[src/rtl/interrupt_arbiter_pkg.sv]
// Shared definitions for the interrupt arbiter: FSM state encoding, default
// vector table layout and the ISR address helper used by CSR/fetch logic.
package interrupt_arbiter_pkg;

    localparam int          NUM_SRC_DEF    = 4;
    localparam int          ID_W_DEF       = 2;
    localparam logic [31:0] VEC_BASE_DEF   = 32'd20;
    localparam logic [31:0] VEC_STRIDE_DEF = 32'd4;

    typedef enum logic [1:0] {
        ST_IDLE   = 2'd0,
        ST_TAKE   = 2'd1,
        ST_ISR    = 2'd2,
        ST_RETURN = 2'd3
    } arb_state_t;

    // 32-bit unsigned vector address; wrap-around is deliberately ignored.
    function automatic logic [31:0] isr_vector(input logic [31:0] base,
                                               input logic [31:0] stride,
                                               input logic [31:0] id);
        return base + id * stride;
    endfunction

endpackage

[src/rtl/interrupt_arbiter_if.sv]
// Bundle between the interrupt arbiter (slave) and the fetch/CSR side (master).
// Handshake: the arbiter's request (pending & ~mask & enable) is the valid, take_ready is the ready;
// a redirect transfers only in a cycle where both are high while the arbiter is idle.
interface interrupt_arbiter_if #(
    parameter int NUM_SRC = 4,
    parameter int ID_W    = 2
);
    import interrupt_arbiter_pkg::*;

    logic [NUM_SRC-1:0] irq_in;
    logic               irq_enable;
    logic               mask_wr_en;
    logic [NUM_SRC-1:0] mask_wr_data;
    logic               take_ready;
    logic               isr_return;
    logic [31:0]        pc_next;
    logic [31:0]        pc_next_final;
    logic               epc_wr_en;
    logic [31:0]        epc_wr_data;
    logic [ID_W-1:0]    cause_id;
    logic               in_isr;
    logic [NUM_SRC-1:0] pending;
    arb_state_t         state;

    modport master (
        output irq_in, irq_enable, mask_wr_en, mask_wr_data, take_ready, isr_return, pc_next,
        input  pc_next_final, epc_wr_en, epc_wr_data, cause_id, in_isr, pending, state
    );

    modport slave (
        input  irq_in, irq_enable, mask_wr_en, mask_wr_data, take_ready, isr_return, pc_next,
        output pc_next_final, epc_wr_en, epc_wr_data, cause_id, in_isr, pending, state
    );

endinterface

[src/rtl/interrupt_arbiter_irq_priority_encoder.sv]
// Combinational fixed-priority encoder: lowest set index wins.
module irq_priority_encoder #(
    parameter int NUM_SRC = 4,
    parameter int ID_W    = 2
) (
    input  logic [NUM_SRC-1:0] req_vec,
    output logic               valid,
    output logic [ID_W-1:0]    id
);

    always_comb begin
        valid = |req_vec;
        id    = '0;
        // Walk from the top so the lowest index is the last (winning) assignment.
        for (int i = NUM_SRC - 1; i >= 0; i--) begin
            if (req_vec[i]) id = ID_W'(i);
        end
    end

endmodule

[src/rtl/interrupt_arbiter.sv]
// Interrupt arbiter: edge-detects sources into a pending register, masks and
// prioritises them, and sequences the PC redirect into and back out of an ISR.
module interrupt_arbiter
    import interrupt_arbiter_pkg::*;
#(
    parameter int          NUM_SRC    = NUM_SRC_DEF,
    parameter int          ID_W       = ID_W_DEF,
    parameter logic [31:0] VEC_BASE   = VEC_BASE_DEF,
    parameter logic [31:0] VEC_STRIDE = VEC_STRIDE_DEF
) (
    input logic                clk,
    input logic                reset,
    interrupt_arbiter_if.slave bus
);

    arb_state_t         state;
    arb_state_t         state_nx;
    logic [NUM_SRC-1:0] irq_prev;
    logic [NUM_SRC-1:0] pending;
    logic [NUM_SRC-1:0] mask;
    logic [NUM_SRC-1:0] rise;
    logic [NUM_SRC-1:0] elig;
    logic [NUM_SRC-1:0] clr_vec;
    logic [31:0]        saved_pc;
    logic [ID_W-1:0]    cause_q;
    logic [ID_W-1:0]    win_id;
    logic               win_valid;
    logic               req;
    logic               take_go;
    logic [31:0]        pc_final;
    logic               epc_en;

    assign rise = bus.irq_in & ~irq_prev;
    assign elig = pending & ~mask;
    assign req  = bus.irq_enable & win_valid;

    irq_priority_encoder #(
        .NUM_SRC (NUM_SRC),
        .ID_W    (ID_W)
    ) u_prio_enc (
        .req_vec (elig),
        .valid   (win_valid),
        .id      (win_id)
    );

    always_comb begin
        state_nx = state;
        take_go  = 1'b0;
        clr_vec  = '0;
        pc_final = bus.pc_next;
        epc_en   = 1'b0;
        case (state)
            ST_IDLE: begin
                if (req && bus.take_ready) begin
                    state_nx = ST_TAKE;
                    take_go  = 1'b1;
                end
            end
            ST_TAKE: begin
                // cause_q was loaded at the IDLE->TAKE decision, so it is the held winner.
                pc_final = isr_vector(VEC_BASE, VEC_STRIDE, 32'(cause_q));
                epc_en   = 1'b1;
                clr_vec  = NUM_SRC'(1) << cause_q;
                state_nx = ST_ISR;
            end
            ST_ISR: begin
                if (bus.isr_return) state_nx = ST_RETURN;
            end
            ST_RETURN: begin
                pc_final = saved_pc;
                state_nx = ST_IDLE;
            end
            default: state_nx = ST_IDLE;
        endcase
    end

    always_ff @(posedge clk) begin
        if (reset) begin
            state    <= ST_IDLE;
            pending  <= '0;
            mask     <= '0;
            irq_prev <= '0;
            saved_pc <= '0;
            cause_q  <= '0;
        end else begin
            state    <= state_nx;
            irq_prev <= bus.irq_in;
            // A fresh edge on the winner in its TAKE cycle keeps the bit set.
            pending  <= (pending & ~clr_vec) | rise;
            if (bus.mask_wr_en) mask <= bus.mask_wr_data;
            if (take_go) cause_q <= win_id;
            if (state == ST_TAKE) saved_pc <= bus.pc_next;
        end
    end

    assign bus.pc_next_final = pc_final;
    assign bus.epc_wr_en     = epc_en;
    assign bus.epc_wr_data   = bus.pc_next;
    assign bus.cause_id      = cause_q;
    assign bus.in_isr        = (state != ST_IDLE);
    assign bus.pending       = pending;
    assign bus.state         = state;

endmodule

[src/flat_wrapper.sv]
// flat-port wrapper written by rule: the top's interface ports become plain ports
module interrupt_arbiter_flat import interrupt_arbiter_pkg::*;
#(
    parameter int          NUM_SRC    = NUM_SRC_DEF,
    parameter int          ID_W       = ID_W_DEF,
    parameter logic [31:0] VEC_BASE   = VEC_BASE_DEF,
    parameter logic [31:0] VEC_STRIDE = VEC_STRIDE_DEF
)
  (clk, reset, bus_irq_in, bus_irq_enable, bus_mask_wr_en, bus_mask_wr_data, bus_take_ready, bus_isr_return, bus_pc_next, bus_pc_next_final, bus_epc_wr_en, bus_epc_wr_data, bus_cause_id, bus_in_isr, bus_pending, bus_state);
  interrupt_arbiter_if #(.NUM_SRC(NUM_SRC), .ID_W(ID_W)) bus_i ();
  input logic clk;
  input logic reset;
  input wire logic [$bits(bus_i.irq_in)-1:0] bus_irq_in;
  input wire logic [$bits(bus_i.irq_enable)-1:0] bus_irq_enable;
  input wire logic [$bits(bus_i.mask_wr_en)-1:0] bus_mask_wr_en;
  input wire logic [$bits(bus_i.mask_wr_data)-1:0] bus_mask_wr_data;
  input wire logic [$bits(bus_i.take_ready)-1:0] bus_take_ready;
  input wire logic [$bits(bus_i.isr_return)-1:0] bus_isr_return;
  input wire logic [$bits(bus_i.pc_next)-1:0] bus_pc_next;
  output wire logic [$bits(bus_i.pc_next_final)-1:0] bus_pc_next_final;
  output wire logic [$bits(bus_i.epc_wr_en)-1:0] bus_epc_wr_en;
  output wire logic [$bits(bus_i.epc_wr_data)-1:0] bus_epc_wr_data;
  output wire logic [$bits(bus_i.cause_id)-1:0] bus_cause_id;
  output wire logic [$bits(bus_i.in_isr)-1:0] bus_in_isr;
  output wire logic [$bits(bus_i.pending)-1:0] bus_pending;
  output wire logic [$bits(bus_i.state)-1:0] bus_state;
  assign bus_i.irq_in = bus_irq_in;
  assign bus_i.irq_enable = bus_irq_enable;
  assign bus_i.mask_wr_en = bus_mask_wr_en;
  assign bus_i.mask_wr_data = bus_mask_wr_data;
  assign bus_i.take_ready = bus_take_ready;
  assign bus_i.isr_return = bus_isr_return;
  assign bus_i.pc_next = bus_pc_next;
  assign bus_pc_next_final = bus_i.pc_next_final;
  assign bus_epc_wr_en = bus_i.epc_wr_en;
  assign bus_epc_wr_data = bus_i.epc_wr_data;
  assign bus_cause_id = bus_i.cause_id;
  assign bus_in_isr = bus_i.in_isr;
  assign bus_pending = bus_i.pending;
  assign bus_state = bus_i.state;
  interrupt_arbiter #(.NUM_SRC(NUM_SRC), .ID_W(ID_W), .VEC_BASE(VEC_BASE), .VEC_STRIDE(VEC_STRIDE)) u_core (.clk(clk), .reset(reset), .bus(bus_i));
endmodule
[config.mk]
export PLATFORM = sky130hd
export DESIGN_NAME = interrupt_arbiter_flat
export DESIGN_NICKNAME = d
export VERILOG_FILES = /design/src/rtl/interrupt_arbiter_pkg.sv /design/src/rtl/interrupt_arbiter_if.sv /design/src/rtl/interrupt_arbiter_irq_priority_encoder.sv /design/src/rtl/interrupt_arbiter.sv /design/src/flat_wrapper.sv
export SDC_FILE = /design/constraint.sdc
export NUM_CORES = 1
export LEC_CHECK = 0
export ABC_AREA = 1
export BUFFER_PORTS_ARGS = -buffer_cell sky130_fd_sc_hd__buf_2
export CORE_MARGIN = 3
export CORE_UTILIZATION = 42
export DETAILED_ROUTE_END_ITERATION = 16
export PLACE_DENSITY = 0.77
export SLEW_MARGIN = 15
export SYNTH_ARGS = -nofsm -noshare
export SYNTH_HDL_FRONTEND = slang
export SYNTH_SLANG_ARGS = --single-unit
[constraint.sdc]
create_clock -name clk -period 1.1 [get_ports clk]
set_input_delay 0.11 -clock clk [delete_from_list [all_inputs] [get_ports clk]]
set_output_delay 0.11 -clock clk [all_outputs]
set_load 0.01 [all_outputs]
; After elaboration in Yosys (flattened, before gate mapping)
; Index checks and enable logic that the tools add are counted.
; Widths: inputs -> output; s select.
[op_classes]
n_mux = 12
eq_ne = 5
n_reduce_logical = 5
addsub = 1
shift = 1
bitwise_logic = 8
[op_table]
columns = op, count
row1 = $pmux 32 s2, 1
row2 = $and 4x4->4, 3
row3 = $mux 2, 6
row4 = $not 4->4, 3
row5 = $pmux 2 s4, 1
row6 = $add 5x4->6 const A, 1
row7 = $eq 2x2->1 const B, 2
row8 = $mux 4, 1
row9 = $or 4x4->4, 1
row10 = $reduce_or 4->1, 1
row11 = $shl 1x2->4 const A, 1
row12 = $mux 1, 3
row13 = $eq 2x1->1 const B, 1
row14 = $logic_not 2->1, 1
row15 = $ne 2x1->1 const B, 1
row16 = $ne 2x2->1 const B, 1
row17 = $reduce_and 2->1, 1
row18 = $reduce_bool 2->1, 1
row19 = $and 1x1->1, 1
row20 = $logic_and 1x1->1, 1
[word_totals]
register_bits = 48
input_bits = 46
wordCells = 38
output_inout_bits = 74

; Depth between registers and ports, before layout
; Gate-level depths: netlist of the first run.
[depth]
word_depth = 7
mapped_depth = 9

; By module
; From an unflattened synthesis of the first run, not the netlist that was laid out.
[unflattened]
cells_unflattened = 325
hier_area_um2 = 2517.4
[modules_own_cells]
columns = module, n_inst, area_each_um2, cells_each, seq_area_each_um2
row1 = interrupt_arbiter, 1, 2471.1, 316, 960.9
row2 = irq_priority_encoder, 1, 46.3, 9, 0.0

; Least setup slack after synthesis of the first run
; OpenSTA, ideal clock, no wires.
[synth_timing]
path_kind = register -> output
start = register u_core.state[1] (netlist: u_core.bus.state[1])
end = output bus_pc_next_final[2]
path_slack_ps = -354
stages_incl_launch_ff = 8
n_path_buf = 2
arrival_ps = 1344
cell_sequence = dfxtp_1 inv_1 ha_1 buf_6 nor2_8 buf_6 nand2_1 o211ai_1
[synth_via]
elab_chain_cells = 2
elab_cells_between_ends = 3
classes_between = eq/ne: 2 / mux: 1
[synth_lines]
columns = element, line
row1 = "start, declared", interrupt_arbiter.sv:16  ; arb_state_t state;
row2 = "start signal, assigned", interrupt_arbiter.sv:86  ; state <= state_nx;
row3 = $eq 2x2->1 or $eq 2x1->1 (tied branches), interrupt_arbiter.sv:52  ; case (state)
row4 = $pmux 32 s2 (*), interrupt_arbiter.sv:52
row5 = "end, declared", flat_wrapper.sv:20  ; output wire logic [$bits(bus_i.pc_next_final)-1:0] bus_pc_next_final;
; Mark *: on every way between the ends. The rest lies on a longest branch, timed or not.

; Final worst setup path of the first run
[layout_timing]
start = register u_core.state[0] (netlist: u_core.bus.state[0])
end = output bus_pc_next_final[24]
; The elaborated chain is that of the path after synthesis.

==> results of run 1 <==
-- critical path, delay by kind of cell (launching register included) --
| family | cells | cell delay (ns) |
|---|---|---|
| buf+inv | 3 | 0.42 |
| flops | 1 | 0.34 |
| fa+ha+maj | 1 | 0.19 |
| compound gates | 1 | 0.15 |
| simple gates | 1 | 0.13 |
-- layout make-up --
| type | instances | area [um2] |
|---|---|---|
| clock buffer | 6 | 93.8 |
| clock inverter | 2 | 12.5 |
| fill | 475 | 1830 |
| inverter | 21 | 96.3 |
| multi-input combinational | 196 | 1380 |
| sequential | 48 | 966 |
| tap | 72 | 90.1 |
| timing repair buffer | 162 | 1180 |
-- metrics by stage --
| step | power, W | worst slack (ns) | instances | util (%) |
|---|---|---|---|---|
| 2_1_floorplan | 0.00434 | -0.157 | 316 | - |
| 3_3_place_gp | 0.00529 | -0.256 | 480 | 54.5 |
| 3_5_place_dp | 0.00537 | -0.267 | 480 | 54.5 |
| 4_1_cts | 0.00782 | -0.526 | 504 | 64.8 |
| 5_1_grt | 0.00863 | -0.605 | 507 | 67.6 |
| 6_report | 0.00813 | -0.546 | 507 | 67.6 |
-- power by group through the flow --
stage / clock [W] / combinational, W / sequential (W)
final: 0.00116 / 0.00439 / 0.00259
after detailed placement: 0 / 0.00285 / 0.00252
after floorplan: 0 / 0.00183 / 0.00251
after CTS: 0.00120 / 0.00407 / 0.00256
after global placement: 0 / 0.00278 / 0.00250
after global routing: 0.00126 / 0.00474 / 0.00263
-- cell families (layout without fill, tap and decap cells) --
family,Yosys count,in the layout
simple gates,106,106
flops,48,48
buf+inv,72,191
fa+ha+maj,8,8
compound gates,82,82
-- layout by cell type (no fill, tap or decap), types with 3 or more instances in the layout --
cell type	netlist	routed
buf_4	36	19
ha_1	8	4
inv_2	3	3
nor2_2	0	10
a22o_1	28	28
a21oi_2	0	3
clkbuf_8	0	5
buf_16	0	5
nor2_1	70	51
o21ai_0	35	4
buf_12	0	8
nand3_1	9	6
buf_2	7	116
buf_6	6	13
inv_1	18	15
nand2_1	23	18
o21ai_2	0	24
nor2_4	0	9
dfxtp_1	48	46
nand2_2	2	5
o21ai_1	4	9
a21oi_1	7	4
o31ai_1	4	4
ha_4	0	3
-- worst max path at each step --
| stage | startpoint | to | slack, ns | cells after the start |
|---|---|---|---|---|
| 2_1_floorplan | u_core.bus.state[1]$_SDFFE_PP0P_ | bus_pc_next_final[2] | -0.16 | 6 |
| 3_3_place_gp | u_core.bus.state[1]$_SDFFE_PP0P_ | bus_pc_next_final[2] | -0.26 | 5 |
| 3_5_place_dp | u_core.bus.state[1]$_SDFFE_PP0P_ | bus_pc_next_final[24] | -0.27 | 5 |
| 4_1_cts | u_core.bus.state[0]$_SDFFE_PP0P_ | bus_pc_next_final[24] | -0.53 | 6 |
| 5_1_grt | u_core.bus.state[0]$_SDFFE_PP0P_ | bus_pc_next_final[26] | -0.60 | 6 |
| 6_report | u_core.bus.state[0]$_SDFFE_PP0P_ | bus_pc_next_final[24] | -0.55 | 6 |
-- registers in the layout (all words and copies together), names as in the netlist --
name,cells
u_core.bus.cause_id,2
u_core.bus.pending,4
u_core.bus.state,2
u_core.irq_prev,4
u_core.mask,4
u_core.saved_pc,32
-- routing by layer --
layer,vias up,share of wire (%)
met1,1178,41
met5,-,0
met4,0,1.3
li1,1250,-
met3,10,6.5
met2,96,51
-- timing repair --
| action | in CTS | in global routing |
|---|---|---|
| pin swaps | 14 | 10 |
| resized for setup | 89 | 51 |
| buffers inserted | 11 | 9 |
| gates cloned | 5 | 0 |
| setup endpoints to repair | 74 | 75 |
==> metrics.md, run 1 <==
| Metric | Value |
|---|---|
| Via count of the routed design | `2534` |
| Cells after Synth | `316` |
| H-tree depth | `2` |
| DRC violations left | `0` |
| Netlist area before placement | `2490 um2` |
| Worst Path Required | `0.99 ns` |
| Element type at the critical path start | `flop` |
| Initial antenna violation count | `0` |
| Clk pwr share | `14.2%` |
| Global Route Usage Sum | `20.1%` |
| Worst r2r path cells | `9` |
| Xor/xnor share of the synthesized area | `0%` |
| Syn avg cell area | `7.89 um2` |
| EDFF count, synth | `0` |
| Final setup margin | `-0.546 ns` |
| Post-synthesis mux area share | `0%` |
| Most used DFF post-synth | `dfxtp_1` |
| Vias in the first global route | `2527` |
| Max Cap Viol | `0` |
| Setup_tns | `-25.75 ns` |
| RSZ-0062 raised after global routing | `yes` |
| Layout cell share with drive strength beyond 1 | `55.6%` |
| Status | `finished, violations left` |
| Area overhead of the layout relative to synthesis | `53.0%` |
| Dpl cell area | `3070 um2` |
| Worst-Margin Slew | `0.270 ns` |
| Post-synthesis sequential element count | `48` |
| Die H | `83.1 um` |
| Post-synth top cells | `70 x nor2_1, 48 x dfxtp_1, 36 x buf_4` |
| Part of the power in registers | `31.8%` |
| Register area share after synthesis | `38.5%` |
| Share of the synthesized area in the top cell type | `38.5%` |
| Slew headroom | `82.0%` |
| Lkg Pwr | `1.89 nW` |
| Pwr per Cell Area | `2130 nW/um2` |
| Netlist cell types | `22` |
| CTS tree | `built` |
| Crit. End Element | `primary output` |
| Max Fclk | `0.608 GHz` |
| # nets final | `488` |
| ANT cells | `0` |
| Hold Path Class | `input pin to flop` |
| Critical path type | `flop to primary output` |
| Hold endpoint | `u_core.irq_prev[2]$_SDFF_PP0_` |
| Clock tree buffer depth | `2` |
| Worst path slowest cell | `dfxtp_2` |
| HPWL Detailed | `4570 um` |
| Die W | `83.1 um` |
| Minimum hold slack | `0.0273 ns` |
| DIE AREA | `6900 um2` |
| Core ar. | `5640 um2` |
| Synth Area in Adders | `4.01%` |
| Sw frac | `37.1%` |
| Psw | `0.00302 W` |
| Worst-path maximum fanout | `24` |
| Max-slew violations | `0` |
| CTS Buf Count | `5` |
| Fin crit share | `150%` |
| Top Ports | `120` |
| FP Rows | `27` |
| Number of port buffers | `119` |
| Met2 Track Usage GR | `36.4%` |
| Worst skew pair latency | `0.29 ns` |
| Cts hold-fix bufs | `0` |
| CTS Sinks | `48` |
| Final setup viols | `75` |
| Reg-to-Reg End | `u_core.saved_pc[0]$_SDFFE_PP0P_` |
| Met1 Usage GRT | `23.2%` |
| Drt first pass iters | `4` |
| Via density | `5.00` |
| Comb pwr share | `54.0%` |
| Grt peak-use layer | `met2` |
| Worst R2R Start | `u_core.bus.state[0]$_SDFFE_PP0P_` |
| Largest family of logic cells by synthesized area | `compound AO/OA/AOI/OAI gates` |
| Hold path cells | `3` |
| Total gr overflow | `0` |
| Antenna viol nets, final | `0` |
| Synth Area in Simple Gates | `17.4%` |
| Cell internal pwr | `0.00512 W` |
| Ranking of synthesized cells by area | `dfxtp_1 39%, buf_4 11%, nor2_1 11%` |
| Synth Area in Compound Gates | `21.7%` |
| CP arrival | `1.54 ns` |
| Grt met3 use | `4.86%` |
| Root Driver | `clkbuf_8` |
| GPL Wtd Cong | `0.827` |
| Slowest Stage Delay on Critical Path | `0.34 ns` |
| Design Area, Final | `3820 um2` |
| Largest net degree at the start of global routing | `44` |
| Initial Util | `44.2%` |
| Final hold vios | `0` |
| Async S/R FF share, synth | `0%` |
| Wire length per cell | `14.1 um` |
| Post-Route WL | `7130 um` |
| Net Count, Synth | `370` |
| Most frequent cell after synthesis | `nor2_1` |
| Wire length of the first global-routing pass | `11600 um` |
| Worst path cell trace | `buf_6, ha_4, nor2_8, buf_12, a22o_1, buf_2` |
| Ys Warns | `0` |
| Layout Skew | `0.00447 ns` |
| Peak VDD IR | `0.000947 V` |
| First DRT Iteration DRCs | `83` |
| Hold path startpoint | `bus_irq_in[2]` |
| FF-to-FF setup slack | `-0.38 ns` |
| Largest area contributor in the netlist | `dfxtp_1` |
| Failing checks | `setup timing` |
| Fin crit period | `1.65 ns` |
| Clock Pin Slew Worst Setup and Hold Paths | `0.09 ns` |
Note: power is estimated with default switching activity, not from simulation.
==> run 2: changes to the inputs <==
--- a/config.mk
+++ b/config.mk
@@ -15,3 +15,4 @@
 export SYNTH_ARGS = -nofsm -noshare
 export SYNTH_HDL_FRONTEND = slang
 export SYNTH_SLANG_ARGS = --single-unit
+export TNS_END_PERCENT = 20
==> run 2 against run 1 <==
- the run still ends with setup timing left
- flip-flop and latch count unchanged
- hold slack got worse by 0.0030 ns
- sequential power about the same
- critical path depth unchanged
- combinational power decreased by 25%
- global-route usage decreased by 3.1 points
- critical path type unchanged
- count of clock-buffer cells in the layout unchanged
- non-clock buffer count decreased by 14
- final area decreased by 11%
- first-iteration DRC count decreased by 3.6%
==> metrics.md, run 2 (same netlist as run 1, synthesis figures left out) <==
| Metric | Value |
|---|---|
| Vias in the first global route | `2275` |
| Hold Path Class | `input pin to flop` |
| Layout cell share with drive strength beyond 1 | `46.3%` |
| DIE AREA | `6900 um2` |
| Drt first pass iters | `4` |
| Worst r2r path cells | `7` |
| Grt met3 use | `4.76%` |
| Met1 Usage GRT | `19.9%` |
| Status | `finished, violations left` |
| Core ar. | `5640 um2` |
| Post-Route WL | `5970 um` |
| FP Rows | `27` |
| Clock tree buffer depth | `2` |
| Fin crit period | `1.60 ns` |
| Root Driver | `clkbuf_8` |
| Largest Register | `u_core.saved_pc` |
| Commonest non-fill, non-tap cell in the layout | `buf_2` |
| Worst path cell trace | `inv_4, ha_4, nor2_8, buf_12, a22o_1, buf_2` |
| Antenna viol nets, final | `0` |
| Number of port buffers | `119` |
| Via density | `4.87` |
| Wire length per cell | `12.1 um` |
| Setup crit end | `bus_pc_next_final[16]` |
| Worst Path Required | `0.99 ns` |
| Final setup viols | `67` |
| Cell internal pwr | `0.00455 W` |
| H-tree depth | `2` |
| Pwr per Cell Area | `2090 nW/um2` |
| Cts hold-fix bufs | `0` |
| Crit. End Element | `primary output` |
| Part of the power in registers | `36.0%` |
| Critical path origin | `u_core.bus.state[1]$_SDFFE_PP0P_` |
| Slowest Stage Delay on Critical Path | `0.38 ns` |
| Die H | `83.1 um` |
| Via count of the routed design | `2400` |
| Most frequent cells in the layout | `117 x buf_2, 59 x nor2_1, 46 x dfxtp_1, 28 x a22o_1, 25 x o21ai_1` |
| First DRT Iteration DRCs | `80` |
| Critical path type | `flop to primary output` |
| FF-to-FF setup slack | `-0.20 ns` |
| # nets final | `474` |
| Worst R2R Start | `u_core.bus.state[1]$_SDFFE_PP0P_` |
| DRC violations left | `0` |
| CTS Sinks | `48` |
| Clock Pin Slew Worst Setup and Hold Paths | `0.09 ns` |
| Peak VDD IR | `0.00122 V` |
| GPL Wtd Cong | `0.783` |
| Clk pwr share | `17.4%` |
| Failing checks | `setup timing` |
| CTS tree | `built` |
| Sw frac | `36.0%` |
| Area overhead of the layout relative to synthesis | `36.3%` |
| CP arrival | `1.49 ns` |
| Layout Skew | `0.00574 ns` |
| Initial antenna violation count | `0` |
| Wire length of the first global-routing pass | `10100 um` |
| Design Area, Final | `3400 um2` |
| Fin crit share | `146%` |
| Worst-Margin Slew | `0.214 ns` |
| Hold path startpoint | `bus_irq_in[0]` |
| Dpl cell area | `3050 um2` |
| Psw | `0.00256 W` |
| Largest net degree at the start of global routing | `29` |
| Element type at the critical path start | `flop` |
| Met2 Track Usage GR | `31.0%` |
| Worst skew pair latency | `0.29 ns` |
| CTS Buf Count | `5` |
| Initial Util | `44.2%` |
| Worst-path maximum fanout | `20` |
| Max Fclk | `0.623 GHz` |
| Final setup margin | `-0.505 ns` |
| Max reg flops | `32` |
| Die W | `83.1 um` |
| Comb pwr share | `46.6%` |
| Slew headroom | `85.7%` |
| Total gr overflow | `0` |
| Grt peak-use layer | `met2` |
| Global Route Usage Sum | `17.0%` |
| Reg-to-Reg End | `u_core.saved_pc[11]$_SDFFE_PP0P_` |
| RSZ-0062 raised after global routing | `yes` |
| Final hold vios | `0` |
| Max-slew violations | `0` |
| Fillers | `521` |
| HPWL Detailed | `4610 um` |
| Dpl ws | `-0.252 ns` |
| Max Cap Viol | `0` |
| Worst path slowest cell | `dfxtp_4` |
| ANT cells | `0` |
| Lkg Pwr | `1.76 nW` |
| Top Ports | `120` |
==> run 2: changes by cell type in the layout (fill, tap and decap cells not counted), moves of 2 or more <==
cell     delta
buf_12      -2
buf_16      -5
o21ai_1    +16
nor2_4      -9
o21ai_0     +5
o21ai_2    -19
o21ai_4     -2
buf_6       -3
nor2_1      +8
buf_4       -4
==> run 2: metrics by stage <==
stage	total power (W)	cells	setup TNS (ns)	hold WS, ns	utilization, %
after floorplan	0.00432	316	-5.67	0.235	-
after global placement	0.00523	481	-7.17	0.325	54.0
after detailed placement	0.00532	481	-8.66	0.333	54.0
after CTS	0.00674	490	-17.93	0.0154	56.8
after global routing	0.00761	493	-24.60	0.0392	60.2
final	0.00710	493	-19.70	0.0243	60.2
==> run 2: how the worst min path moves through the flow <==
stage                                                to  slack [ns]  cells past startpoint
final                     u_core.irq_prev[0]$_SDFF_PP0_        0.02                      3
after global routing      u_core.irq_prev[0]$_SDFF_PP0_        0.04                      3
after CTS                 u_core.irq_prev[0]$_SDFF_PP0_        0.02                      3
after detailed placement  u_core.irq_prev[2]$_SDFF_PP0_        0.33                      3
after global placement    u_core.irq_prev[2]$_SDFF_PP0_        0.33                      3
after floorplan           u_core.irq_prev[0]$_SDFF_PP0_        0.24                      2
==> run 2: worst max-delay path: cells and delay by family, from the launching register on <==
family / cells / cell delay [ns]
flip-flops: 1 / 0.38
AO/OA/AOI/OAI: 1 / 0.14
buffers and inverters: 3 / 0.34
AND/OR/NAND/NOR: 1 / 0.14
adder cells (fa/ha/maj): 1 / 0.19
==> run 2: final cells by class <==
cell class              instances  area (um2)  share of cell area (%)
clock buffers                   6        72.6                    2.14
clock inverters                 2        35.0                    1.03
inverters                      21        91.3                    2.69
multi-input cells             196        1210                    35.6
flip-flops and latches         48         968                    28.5
well taps                      72        90.1                    2.65
repair buffers                148         931                    27.4
==> run 2: repair_timing <==
action	CTS	global route
pin swaps	5	7
gates resized for setup	35	44
endpoints found under the hold margin	0	0
setup buffers	1	3
endpoints found under the setup margin	74	74
==> run 2: power groups by stage <==
stage | clock [W] | sequential, W | combinational [W]
floorplan | 0 | 0.00250 | 0.00182
global placement | 0 | 0.00252 | 0.00271
detailed placement | 0 | 0.00254 | 0.00278
CTS | 0.00127 | 0.00252 | 0.00294
global route | 0.00134 | 0.00262 | 0.00366
finish | 0.00123 | 0.00256 | 0.00331
==> run 2: per-layer routing <==
| metal | routed length (um) | vias up |
|---|---|---|
| met5 | 0 | - |
| met4 | 63 | 0 |
| met3 | 448 | 9 |
| met2 | 2900 | 97 |
| met1 | 2550 | 1066 |
| li1 | - | 1228 |
